File: src/rtl/pool_pkg.sv
// Shared definitions for the pool2 sequencer: state_RF_OUT codes decoded by the pooler,
// the sequencer FSM encoding and default datapath geometry.
package pool_pkg;

  localparam int DW_DEF  = 28;
  localparam int NPE_DEF = 14;

  localparam logic [2:0] ST_IDLE        = 3'b000;
  localparam logic [2:0] ST_OUT_TO_RELU = 3'b100;

  typedef enum logic [2:0] {
    S_IDLE,
    S_FETCH,
    S_WAITD,
    S_WRITE,
    S_GAP,
    S_DRAIN,
    S_ALIGN,
    S_FIN
  } seq_state_e;

  function automatic logic [15:0] sat_inc16(input logic [15:0] v);
    return (v == 16'hFFFF) ? v : v + 16'd1;
  endfunction

endpackage

File: src/rtl/pool_seq_ctrl_if.sv
// Buffer-read and pooler-side signals of the pool2 sequencer.
// master = sequencer, slave = buffer/pooler environment.
interface pool_seq_ctrl_if
  import pool_pkg::*;
#(
  parameter int DW     = DW_DEF,
  parameter int NPE    = NPE_DEF,
  parameter int ADDR_W = 10
);
  logic                GB_OUT_ready;
  logic                rd_req;
  logic [ADDR_W-1:0]   rd_addr;
  logic                rd_valid;
  logic [DW*NPE-1:0]   rd_data;
  logic [DW*NPE-1:0]   pool_data;
  logic                pool_write_en;
  logic [4:0]          pool_fl;
  logic [2:0]          state_RF_OUT;
  logic                pool_ready;

  modport master (
    input  GB_OUT_ready, rd_valid, rd_data, pool_ready,
    output rd_req, rd_addr, pool_data, pool_write_en, pool_fl, state_RF_OUT
  );

  modport slave (
    output GB_OUT_ready, rd_valid, rd_data, pool_ready,
    input  rd_req, rd_addr, pool_data, pool_write_en, pool_fl, state_RF_OUT
  );
endinterface

File: src/rtl/pool_addr_gen.sv
// Row/channel counters and buffer address adder for the pool2 sequencer.
// The channel offset is accumulated instead of multiplied.
module pool_addr_gen #(
  parameter int ADDR_W = 10,
  parameter int CNT_W  = 8
)(
  input  logic              clk,
  input  logic              rst_n,
  input  logic              clear,
  input  logic              inc_row,
  input  logic              next_ch,
  input  logic [ADDR_W-1:0] base,
  input  logic [CNT_W-1:0]  rows_eff,
  input  logic [CNT_W-1:0]  chans,
  output logic [ADDR_W-1:0] addr,
  output logic              row_last,
  output logic              ch_last
);
  logic [CNT_W-1:0]  r_row;
  logic [CNT_W-1:0]  r_ch;
  logic [ADDR_W-1:0] r_ch_off;

  always_ff @(posedge clk or negedge rst_n) begin
    if (!rst_n) begin
      r_row    <= '0;
      r_ch     <= '0;
      r_ch_off <= '0;
    end else if (clear) begin
      r_row    <= '0;
      r_ch     <= '0;
      r_ch_off <= '0;
    end else if (next_ch) begin
      r_row    <= '0;
      r_ch     <= r_ch + CNT_W'(1);
      r_ch_off <= r_ch_off + ADDR_W'(rows_eff);
    end else if (inc_row && !row_last) begin
      r_row    <= r_row + CNT_W'(1);
    end
  end

  // row_last means every row of the channel has been written
  assign row_last = (r_row == rows_eff);
  assign ch_last  = (r_ch == chans - CNT_W'(1));
  assign addr     = base + r_ch_off + ADDR_W'(r_row);
endmodule

File: src/rtl/pool_seq_ctrl.sv
// Sequencer for the 2x2 max-pool/ReLU datapath: fetches row pairs from the output buffer,
// feeds the pooler, spaces pairs for its packer and opens/closes each channel.
module pool_seq_ctrl
  import pool_pkg::*;
#(
  parameter int DW       = DW_DEF,
  parameter int NPE      = NPE_DEF,
  parameter int ADDR_W   = 10,
  parameter int CNT_W    = 8,
  parameter int PAIR_GAP = 6,
  parameter int DRAIN    = 6
)(
  input  logic              clk,
  input  logic              rst_n,
  input  logic              start,
  input  logic              abort,
  input  logic [ADDR_W-1:0] cfg_base,
  input  logic [CNT_W-1:0]  cfg_rows,
  input  logic [CNT_W-1:0]  cfg_chans,
  input  logic [4:0]        cfg_fl,
  pool_seq_ctrl_if.master   bus,
  output logic              busy,
  output logic              done,
  output logic [15:0]       pairs_done,
  output logic              err
);
  seq_state_e        r_state, w_next;
  logic [ADDR_W-1:0] r_base;
  logic [CNT_W-1:0]  r_rows_eff, r_chans;
  logic [4:0]        r_fl;
  logic [7:0]        r_cnt, w_cnt_val;
  logic              w_cnt_load;
  logic              r_parity, r_align_pend, r_err;
  logic [DW*NPE-1:0] r_pool_data;
  logic [15:0]       r_pairs;
  logic              w_start_go, w_abort_go, w_rd_req, w_wr, w_latch;
  logic              w_inc_row, w_next_ch, w_gap_first, w_err_ev;
  logic [ADDR_W-1:0] w_addr;
  logic              w_row_last, w_ch_last;
  logic [CNT_W-1:0]  w_cfg_rows_eff;

  assign w_cfg_rows_eff = cfg_rows & ~CNT_W'(1);
  assign w_start_go     = start && (r_state == S_IDLE);
  // ALIGN is already heading to IDLE and must still emit its realigning write
  assign w_abort_go     = abort && (r_state != S_IDLE) && (r_state != S_ALIGN);
  assign w_gap_first    = (r_state == S_GAP) && (r_cnt == 8'(PAIR_GAP));
  // The pooler answers the ALIGN write one cycle later, outside GAP; that reply is expected
  assign w_err_ev       = (w_gap_first && !bus.pool_ready) ||
                          (bus.pool_ready && !w_gap_first && !r_align_pend);

  pool_addr_gen #(.ADDR_W(ADDR_W), .CNT_W(CNT_W)) u_addr_gen (
    .clk      (clk),
    .rst_n    (rst_n),
    .clear    (w_start_go),
    .inc_row  (w_inc_row),
    .next_ch  (w_next_ch),
    .base     (r_base),
    .rows_eff (r_rows_eff),
    .chans    (r_chans),
    .addr     (w_addr),
    .row_last (w_row_last),
    .ch_last  (w_ch_last)
  );

  always_ff @(posedge clk or negedge rst_n) begin
    if (!rst_n) r_state <= S_IDLE;
    else        r_state <= w_next;
  end

  always_comb begin
    w_next     = r_state;
    w_cnt_load = 1'b0;
    w_cnt_val  = 8'd0;
    w_rd_req   = 1'b0;
    w_wr       = 1'b0;
    w_latch    = 1'b0;
    w_inc_row  = 1'b0;
    w_next_ch  = 1'b0;
    case (r_state)
      S_IDLE: begin
        if (start) begin
          if (w_cfg_rows_eff == '0 || cfg_chans == '0) w_next = S_FIN;
          else                                         w_next = S_FETCH;
        end
      end
      S_FETCH: begin
        if (bus.GB_OUT_ready) begin
          w_rd_req = 1'b1;
          w_next   = S_WAITD;
        end
      end
      S_WAITD: begin
        if (bus.rd_valid) begin
          w_latch = 1'b1;
          w_next  = S_WRITE;
        end
      end
      S_WRITE: begin
        w_wr      = 1'b1;
        w_inc_row = 1'b1;
        if (r_parity) begin
          w_next     = S_GAP;
          w_cnt_load = 1'b1;
          w_cnt_val  = 8'(PAIR_GAP);
        end else begin
          w_next = S_FETCH;
        end
      end
      S_GAP: begin
        if (r_cnt == 8'd1) begin
          if (w_row_last) begin
            w_next     = S_DRAIN;
            w_cnt_load = 1'b1;
            w_cnt_val  = 8'(DRAIN);
          end else begin
            w_next = S_FETCH;
          end
        end
      end
      S_DRAIN: begin
        if (r_cnt == 8'd1) begin
          w_next_ch = 1'b1;
          w_next    = w_ch_last ? S_FIN : S_FETCH;
        end
      end
      S_ALIGN: begin
        w_wr   = 1'b1;
        w_next = S_IDLE;
      end
      S_FIN:   w_next = S_IDLE;
      default: w_next = S_IDLE;
    endcase
    if (w_abort_go) begin
      w_next     = r_parity ? S_ALIGN : S_IDLE;
      w_cnt_load = 1'b0;
      w_rd_req   = 1'b0;
      w_wr       = 1'b0;
      w_latch    = 1'b0;
      w_inc_row  = 1'b0;
      w_next_ch  = 1'b0;
    end
  end

  always_ff @(posedge clk or negedge rst_n) begin
    if (!rst_n) begin
      r_base       <= '0;
      r_rows_eff   <= '0;
      r_chans      <= '0;
      r_fl         <= '0;
      r_cnt        <= '0;
      r_parity     <= 1'b0;
      r_align_pend <= 1'b0;
      r_pool_data  <= '0;
      r_pairs      <= '0;
      r_err        <= 1'b0;
    end else begin
      if (w_start_go) begin
        r_base     <= cfg_base;
        r_rows_eff <= w_cfg_rows_eff;
        r_chans    <= cfg_chans;
        r_fl       <= cfg_fl;
      end
      if (w_cnt_load)         r_cnt <= w_cnt_val;
      else if (r_cnt != 8'd0) r_cnt <= r_cnt - 8'd1;
      if (w_wr) r_parity <= ~r_parity;
      r_align_pend <= (r_state == S_ALIGN);
      if (w_latch)                  r_pool_data <= bus.rd_data;
      else if (w_abort_go && r_parity) r_pool_data <= '0;
      if (w_start_go)                          r_pairs <= '0;
      else if (w_gap_first && bus.pool_ready)  r_pairs <= sat_inc16(r_pairs);
      if (w_start_go)    r_err <= 1'b0;
      else if (w_err_ev) r_err <= 1'b1;
    end
  end

  assign bus.rd_req        = w_rd_req;
  assign bus.rd_addr       = w_addr;
  assign bus.pool_data     = r_pool_data;
  assign bus.pool_write_en = w_wr;
  assign bus.pool_fl       = r_fl;
  assign bus.state_RF_OUT  = (r_state == S_FETCH || r_state == S_WAITD ||
                              r_state == S_WRITE || r_state == S_GAP) ? ST_OUT_TO_RELU : ST_IDLE;
  assign busy       = (r_state != S_IDLE);
  assign done       = (r_state == S_FIN) && !w_abort_go;
  assign pairs_done = r_pairs;
  assign err        = r_err;
endmodule

File: src/flat_wrapper.sv
// flat-port wrapper written by rule: the top's interface ports become plain ports
module pool_seq_ctrl_flat import pool_pkg::*;
#(
  parameter int DW       = DW_DEF,
  parameter int NPE      = NPE_DEF,
  parameter int ADDR_W   = 10,
  parameter int CNT_W    = 8,
  parameter int PAIR_GAP = 6,
  parameter int DRAIN    = 6
)
  (clk, rst_n, start, abort, cfg_base, cfg_rows, cfg_chans, cfg_fl, busy, done, pairs_done, err, bus_GB_OUT_ready, bus_rd_valid, bus_rd_data, bus_pool_ready, bus_rd_req, bus_rd_addr, bus_pool_data, bus_pool_write_en, bus_pool_fl, bus_state_RF_OUT);
  pool_seq_ctrl_if #(.DW(DW), .NPE(NPE), .ADDR_W(ADDR_W)) bus_i ();
  input  logic clk;
  input  logic rst_n;
  input  logic start;
  input  logic abort;
  input  logic [ADDR_W-1:0] cfg_base;
  input  logic [CNT_W-1:0] cfg_rows;
  input  logic [CNT_W-1:0] cfg_chans;
  input  logic [4:0] cfg_fl;
  output logic busy;
  output logic done;
  output logic [15:0] pairs_done;
  output logic err;
  input wire logic [$bits(bus_i.GB_OUT_ready)-1:0] bus_GB_OUT_ready;
  input wire logic [$bits(bus_i.rd_valid)-1:0] bus_rd_valid;
  input wire logic [$bits(bus_i.rd_data)-1:0] bus_rd_data;
  input wire logic [$bits(bus_i.pool_ready)-1:0] bus_pool_ready;
  output wire logic [$bits(bus_i.rd_req)-1:0] bus_rd_req;
  output wire logic [$bits(bus_i.rd_addr)-1:0] bus_rd_addr;
  output wire logic [$bits(bus_i.pool_data)-1:0] bus_pool_data;
  output wire logic [$bits(bus_i.pool_write_en)-1:0] bus_pool_write_en;
  output wire logic [$bits(bus_i.pool_fl)-1:0] bus_pool_fl;
  output wire logic [$bits(bus_i.state_RF_OUT)-1:0] bus_state_RF_OUT;
  assign bus_i.GB_OUT_ready = bus_GB_OUT_ready;
  assign bus_i.rd_valid = bus_rd_valid;
  assign bus_i.rd_data = bus_rd_data;
  assign bus_i.pool_ready = bus_pool_ready;
  assign bus_rd_req = bus_i.rd_req;
  assign bus_rd_addr = bus_i.rd_addr;
  assign bus_pool_data = bus_i.pool_data;
  assign bus_pool_write_en = bus_i.pool_write_en;
  assign bus_pool_fl = bus_i.pool_fl;
  assign bus_state_RF_OUT = bus_i.state_RF_OUT;
  pool_seq_ctrl #(.DW(DW), .NPE(NPE), .ADDR_W(ADDR_W), .CNT_W(CNT_W), .PAIR_GAP(PAIR_GAP), .DRAIN(DRAIN)) u_core (.clk(clk), .rst_n(rst_n), .start(start), .abort(abort), .cfg_base(cfg_base), .cfg_rows(cfg_rows), .cfg_chans(cfg_chans), .cfg_fl(cfg_fl), .bus(bus_i), .busy(busy), .done(done), .pairs_done(pairs_done), .err(err));
endmodule
File: config.mk
export PLATFORM = sky130hd
export DESIGN_NAME = pool_seq_ctrl_flat
export DESIGN_NICKNAME = d
export VERILOG_FILES = /design/src/rtl/pool_pkg.sv /design/src/rtl/pool_seq_ctrl_if.sv /design/src/rtl/pool_addr_gen.sv /design/src/rtl/pool_seq_ctrl.sv /design/src/flat_wrapper.sv
export SDC_FILE = /design/constraint.sdc
export NUM_CORES = 1
export LEC_CHECK = 0
export CAP_MARGIN = 20
export CORE_AREA = 2 2 333 335
export DETAILED_ROUTE_END_ITERATION = 10
export DIE_AREA = 0 0 335 337
export SLEW_MARGIN = 20
export SYNTH_ARGS = -nofsm -noshare
export SYNTH_HDL_FRONTEND = slang
export SYNTH_SLANG_ARGS = --single-unit
File: constraint.sdc
create_clock -name clk -period 3.2 [get_ports clk]
set_input_delay 0.64 -clock clk [delete_from_list [all_inputs] [get_ports clk]]
set_output_delay 0.64 -clock clk [all_outputs]
set_load 0.005 [all_outputs]
==> impl_metrics.toml, run 1 <==
[timing]
setup_viol = 6
fin_setup_tns_ps = -2270
finalCriticalPeriod_ps = 3840
relSlewSlack = 0.543
layout_setup_ws_ps = -641
finalCritPeriodShare = 1.20
tightest_slew_ps = 679
slew_viol_final = 0
finalHoldViolCount = 0
fin_skew_ps = 15.4
fmax_mhz = 260
rsz0062_at_grt = "true"

[hold_path]
hp-class = "register to register"

[routing]
drc = 0
vias = 15954
wirelength_um = 87200
wl_per_cell_um = 22.8
drtPass1Iterations = 5
ant_nets = 0
viasPerCell = 4.17
drtIter0Drc = 982

[cells_and_area]
drive_gt1_frac = 0.0960
fillerInstances = 11286
mostFrequentLayoutCells = "clkdlybuf4s50_1 (848), dfrtp_1 (475), a22o_1 (392)"
area_delta_synth_final_pct = 69.3
final_common_cell = "clkdlybuf4s50_1"
instances_no_fill = 3826
final_nets = 2810

[placement]
gp_congestion = 0.859
portBuffers = 857
place_inst = 3702
dp_hpwl_um = 67100

[grt]
grt_pass1_vias = 16202
grt_busiest_layer = "met2"
grt_usage = 0.147
grtUsageMet3 = 0.0673
globalRouteMet2Util = 0.227
antenna_found_initial = 21
grt_use_met1 = 0.186
overflow = 0
grt_pass1_wl_um = 121000
grt_max_degree = 69

[yosys]
synth.ff_latch_count = 477
postSynthAreaPerCell_um2 = 13.0
postSynthCellCount = 1448
synthArstFlopShare = 1.00
syn-cell-area_um2 = 18800
ys_types = 64
synth_area_leaders = "dfrtp_1 (64%), a22o_1 (18%), nand2_1 (2.3%)"
synth_edf_count = 0
ys_seq_area_frac = 0.635
yosys_most_used_dff = "dfrtp_1"
yosys.area.top_type = "dfrtp_1"
yosysWarnings = 0
synth.top_cell.area_share = 0.635

[die]
initial_core_util = 0.171
core-area_um2 = 110000
num_rows = 122
dieHeight_um = 337
die-area_um2 = 113000
io_pins = 861
die-width_um = 335

[power]
p_total_mw = 28.5
p_leak_nw = 14.0
power_density_nw_per_um2 = 895
vdd_drop_max_uv = 487

[clock_network]
cts_tree = "built"
htreeDepth = 2
cts_sinks = 477
cts_buffer_depth = 3
clk_latency_ps = 630
cts-root-buf = "clkbuf_16"
cts_buffers = 59
path_clk_slew_ps = 60

[worst_setup_path]
crit_path_start_kind = "register"
path_max_fanout = 2
cp.arrival_ps = 3200
end_kind = "output pin"
crit_required_ps = 2560
criticalPathCategory = "register to output pin"

[run_status]
violations = "setup timing"
status = "finished with violations"

[run]
cap_viol_max_count = 0
worst max-delay path, stage by stage (launching register included):
cell and delay (ps):
dfrtp_1 400, fa_1 550, ha_2 190, inv_2 40, fa_2 350, nor2b_1 150
o21ai_2 90, a21boi_2 170, o21a_1 160, buf_4 110, o41a_1 120, xnor2_1 110
buf_2 130
metal layers:
layer | share of wire | wire length (um)
met2 | 0.46 | 40200
met1 | 0.42 | 36400
met5 | 0.00029 | 25
met4 | 0.015 | 1330
met3 | 0.11 | 9190
per-stage QoR:
stage               worst slack [ps]  cell area, um2  hold WS [ps]  utilization
floorplan                        200           18800           344            -
global placement                -427           29600           460        0.270
detailed placement              -440           29600           469        0.270
CTS                             -751           31800           480        0.290
global route                    -776           31800           504        0.290
finish                          -641           31800           477        0.290
logic make-up after synthesis:
kind of cell,count (synthesis),synth area share
other cells,1,0.000200
xor+xnor,54,0.0252
simple gates,282,0.0719
compound gates,461,0.207
flops,477,0.635
buf+inv,131,0.0297
fa+ha+maj,33,0.0256
mux,9,0.00486
area by class of cell:
class | count | area (um2) | area share
Timing Repair Buffer | 944 | 9500 | 0.299
Tap cell | 1426 | 1780 | 0.0561
Inverter | 24 | 90.1 | 0.00283
Sequential cell | 477 | 11900 | 0.375
Clock inverter | 25 | 340 | 0.0107
Antenna cell | 5 | 12.5 | 0.000393
Clock buffer | 84 | 1750 | 0.0551
Multi-Input combinational cell | 841 | 6390 | 0.201
flip-flops by register name, summed over array words and instances (netlist names), 8 cells and up:
signal and flops:
u_core.bus.pool_data 392, u_core.pairs_done 16, u_core.r_base 10, u_core.u_addr_gen.r_ch_off 9
u_core.r_chans 8, u_core.r_cnt 8, u_core.u_addr_gen.r_ch 8, u_core.u_addr_gen.r_row 8
worst paths after layout:
kind | startpoint | to | slack, ps | depth (start not counted)
worst max-delay path | u_core.r_base[1] | bus_rd_addr[9] | -640 | 12
worst min-delay path | u_core.bus.pool_fl[1] | u_core.bus.pool_fl[1] | 480 | 2
worst max register to register | u_core.u_addr_gen.r_row[3] | u_core.r_cnt[1] | 810 | 7
worst min register to register | u_core.bus.pool_fl[1] | u_core.bus.pool_fl[1] | 480 | 2
max in group asynchronous | rst_n | u_core.r_base[2] | 1720 | 3
min in group asynchronous | rst_n | u_core.bus.pool_data[161] | 600 | 2
Yosys cell counts (4+ instances only):
cell      number
fa_1           9
nor2_1        61
ha_1          24
nor2b_1       11
o21ai_1        7
o21ai_0       17
buf_2         39
nand4_1       11
inv_1         24
or3_1          4
o31ai_1        5
nor4_1         5
mux2i_1        8
xnor2_1       25
and2_1         4
a22o_1       392
clkbuf_1      64
xor2_1        29
nor3_1        15
and3_1         8
nand2_1      114
nand3_1       22
dfrtp_1      477
a21oi_1       13
where the power goes:
| group | internal (mW) | switching (mW) |
|---|---|---|
| Combinational | 6.51 | 4.73 |
| Clock | 4.37 | 2.83 |
| Sequential | 8.37 | 1.64 |
repair_timing:
item                                   CTS  global route
endpoints found under the hold margin    7             0
hold buffers                             1             0
setup buffers                           15             2
gates resized for setup                 48             8
setup endpoints to repair                8             9
pin swaps                               21             9
Note: power is estimated with default switching activity, not from simulation.
==> inputs of run 2 (changes only) <==
--- a/config.mk
+++ b/config.mk
@@ -7,6 +7,7 @@
 export LEC_CHECK = 0
 export CAP_MARGIN = 20
 export CORE_AREA = 2 2 333 335
+export CTS_CLUSTER_DIAMETER = 200
 export DETAILED_ROUTE_END_ITERATION = 10
 export DIE_AREA = 0 0 335 337
 export SLEW_MARGIN = 20
==> results of run 2 <==
Final layout, timing and power as in run 1 (identical DEF).
==> inputs of run 3 (changes only) <==
--- a/config.mk
+++ b/config.mk
@@ -6,10 +6,11 @@
 export NUM_CORES = 1
 export LEC_CHECK = 0
 export CAP_MARGIN = 20
-export CORE_AREA = 2 2 333 335
+export CORE_AREA = 2 2 337 339
 export CTS_CLUSTER_DIAMETER = 200
 export DETAILED_ROUTE_END_ITERATION = 10
-export DIE_AREA = 0 0 335 337
+export DIE_AREA = 0 0 339 341
+export DONT_BUFFER_PORTS = 1
 export SLEW_MARGIN = 20
 export SYNTH_ARGS = -nofsm -noshare
 export SYNTH_HDL_FRONTEND = slang
==> impl_metrics.toml, run 3 (synthesized netlist as in run 1, its figures left out) <==
[timing]
layout_setup_ws_ps = -657
relSlewSlack = 0.172
whs_ps = -289
fin_skew_ps = 49.7
finalCriticalPeriod_ps = 3860
rsz0062_at_grt = "true"
finalCritPeriodShare = 1.21
setup_viol = 5
fmax_mhz = 259
finalHoldViolCount = 476
slew_viol_final = 0
tightest_slew_ps = 1240

[routing]
drtPass1Iterations = 5
viasPerCell = 4.13
drtIter0Drc = 928
wl_per_cell_um = 25.3
wirelength_um = 75600
ant_nets = 0
vias = 12320
drc = 0

[clock_network]
clk_latency_ps = 670
htreeDepth = 2
cts_sinks = 477
cts-root-buf = "clkbuf_16"
cts_buffer_depth = 3
cts_buffers = 53
path_clk_slew_ps = 60
cts_tree = "built"

[grt]
grt_usage = 0.125
grt_pass1_vias = 12340
grt_pass1_wl_um = 103000
antenna_found_initial = 25
overflow = 0
grt_max_degree = 478

[run_status]
status = "finished with violations"
violations = "hold timing, setup timing"

[cells_and_area]
largest_reg_flops = 392
area_delta_synth_final_pct = 20.0
instances_no_fill = 2984
final_common_cell = "dfrtp_1"
stdcell_area_um2 = 22500
mostFrequentLayoutCells = "dfrtp_1 (477), a22o_1 (392), nand2_1 (114)"
final_nets = 1902
fillerInstances = 11990
drive_gt1_frac = 0.109

[worst_setup_path]
path_max_fanout = 2
crit_required_ps = 2560
cp.arrival_ps = 3220
criticalPathCategory = "register to output pin"
end_kind = "output pin"
crit_path_start_kind = "register"

[hold_path]
hp-class = "input port to asynchronous set/reset pin"

[die]
initial_core_util = 0.168
dieHeight_um = 341
num_rows = 123
core-area_um2 = 112000
die-width_um = 339
die-area_um2 = 116000
io_pins = 861

[placement]
placed_cell_area_um2 = 20600
gp_congestion = 0.850
dp_hpwl_um = 58300
place_inst = 2880
portBuffers = 0

[run]
cap_viol_max_count = 0

[power]
vdd_drop_max_uv = 461
power_density_nw_per_um2 = 1000
p_leak_nw = 10.4
==> run 3: timing repair <==
action	CTS	global route
cloned	0	0
resized for setup	10	5
pin swaps	7	10
hold endpoints to repair	477	477
buffers inserted	2	3
setup endpoints to repair	6	6
==> run 3: final cells by class <==
class,count,area (um2),area share
Antenna cell,2,5.00,0.000222
Clock buffer,67,1450,0.0643
Clock inverter,31,398,0.0176
Inverter,24,90.1,0.00400
Multi-Input combinational cell,841,6370,0.283
Sequential cell,477,11900,0.529
Tap cell,1500,1880,0.0833
Timing Repair Buffer,42,419,0.0186
==> run 3: where the power goes <==
group	internal [mW]	switching, mW
clock network	3.74	2.74
logic	2.32	2.39
registers	8.36	3.00
==> run 3: final timing paths <==
check	slack, ps	cells past startpoint	start	endpoint
worst min-delay path	-290	0	rst_n	u_core.u_addr_gen.r_row[7]
min in group clk	110	1	bus_rd_data[263]	u_core.bus.pool_data[263]
worst max register to register	790	7	u_core.u_addr_gen.r_row[2]	u_core.r_cnt[1]
worst max-delay path	-660	11	u_core.u_addr_gen.r_ch_off[1]	bus_rd_addr[9]
worst min register to register	490	2	u_core.r_base[0]	u_core.r_base[0]
max in group asynchronous	2470	0	rst_n	u_core.bus.pool_data[300]
==> run 3: per-stage QoR <==
step                setup slack, ps   util  total power [mW]  hold WS [ps]  TNS, ps
floorplan                       200      -              13.7           344        0
global placement               -245  0.184              16.1           354     -245
detailed placement             -248  0.184              16.1           358     -248
CTS                            -806  0.201              22.8          -344    -2120
global route                   -850  0.201              23.9          -338    -2230
finish                         -657  0.201              22.6          -289    -1530
==> run 3: critical path: stages (launching register included) <==
cell and delay (ps):
dfrtp_1 400, fa_1 540, ha_2 180, inv_2 40
fa_2 340, nor2b_2 130, o21ai_2 70, a21boi_2 180
o21a_1 160, o41a_1 260, xnor2_1 160, buf_4 130
==> run 3: layer usage <==
| layer | up-vias | part of all wire | track usage |
|---|---|---|---|
| li1 | 5352 | - | - |
| met1 | 6208 | 0.37 | 0.144 |
| met2 | 637 | 0.44 | 0.183 |
| met3 | 105 | 0.16 | 0.0922 |
| met4 | 18 | 0.021 | 0.0313 |
| met5 | - | 0.0015 | 0 |
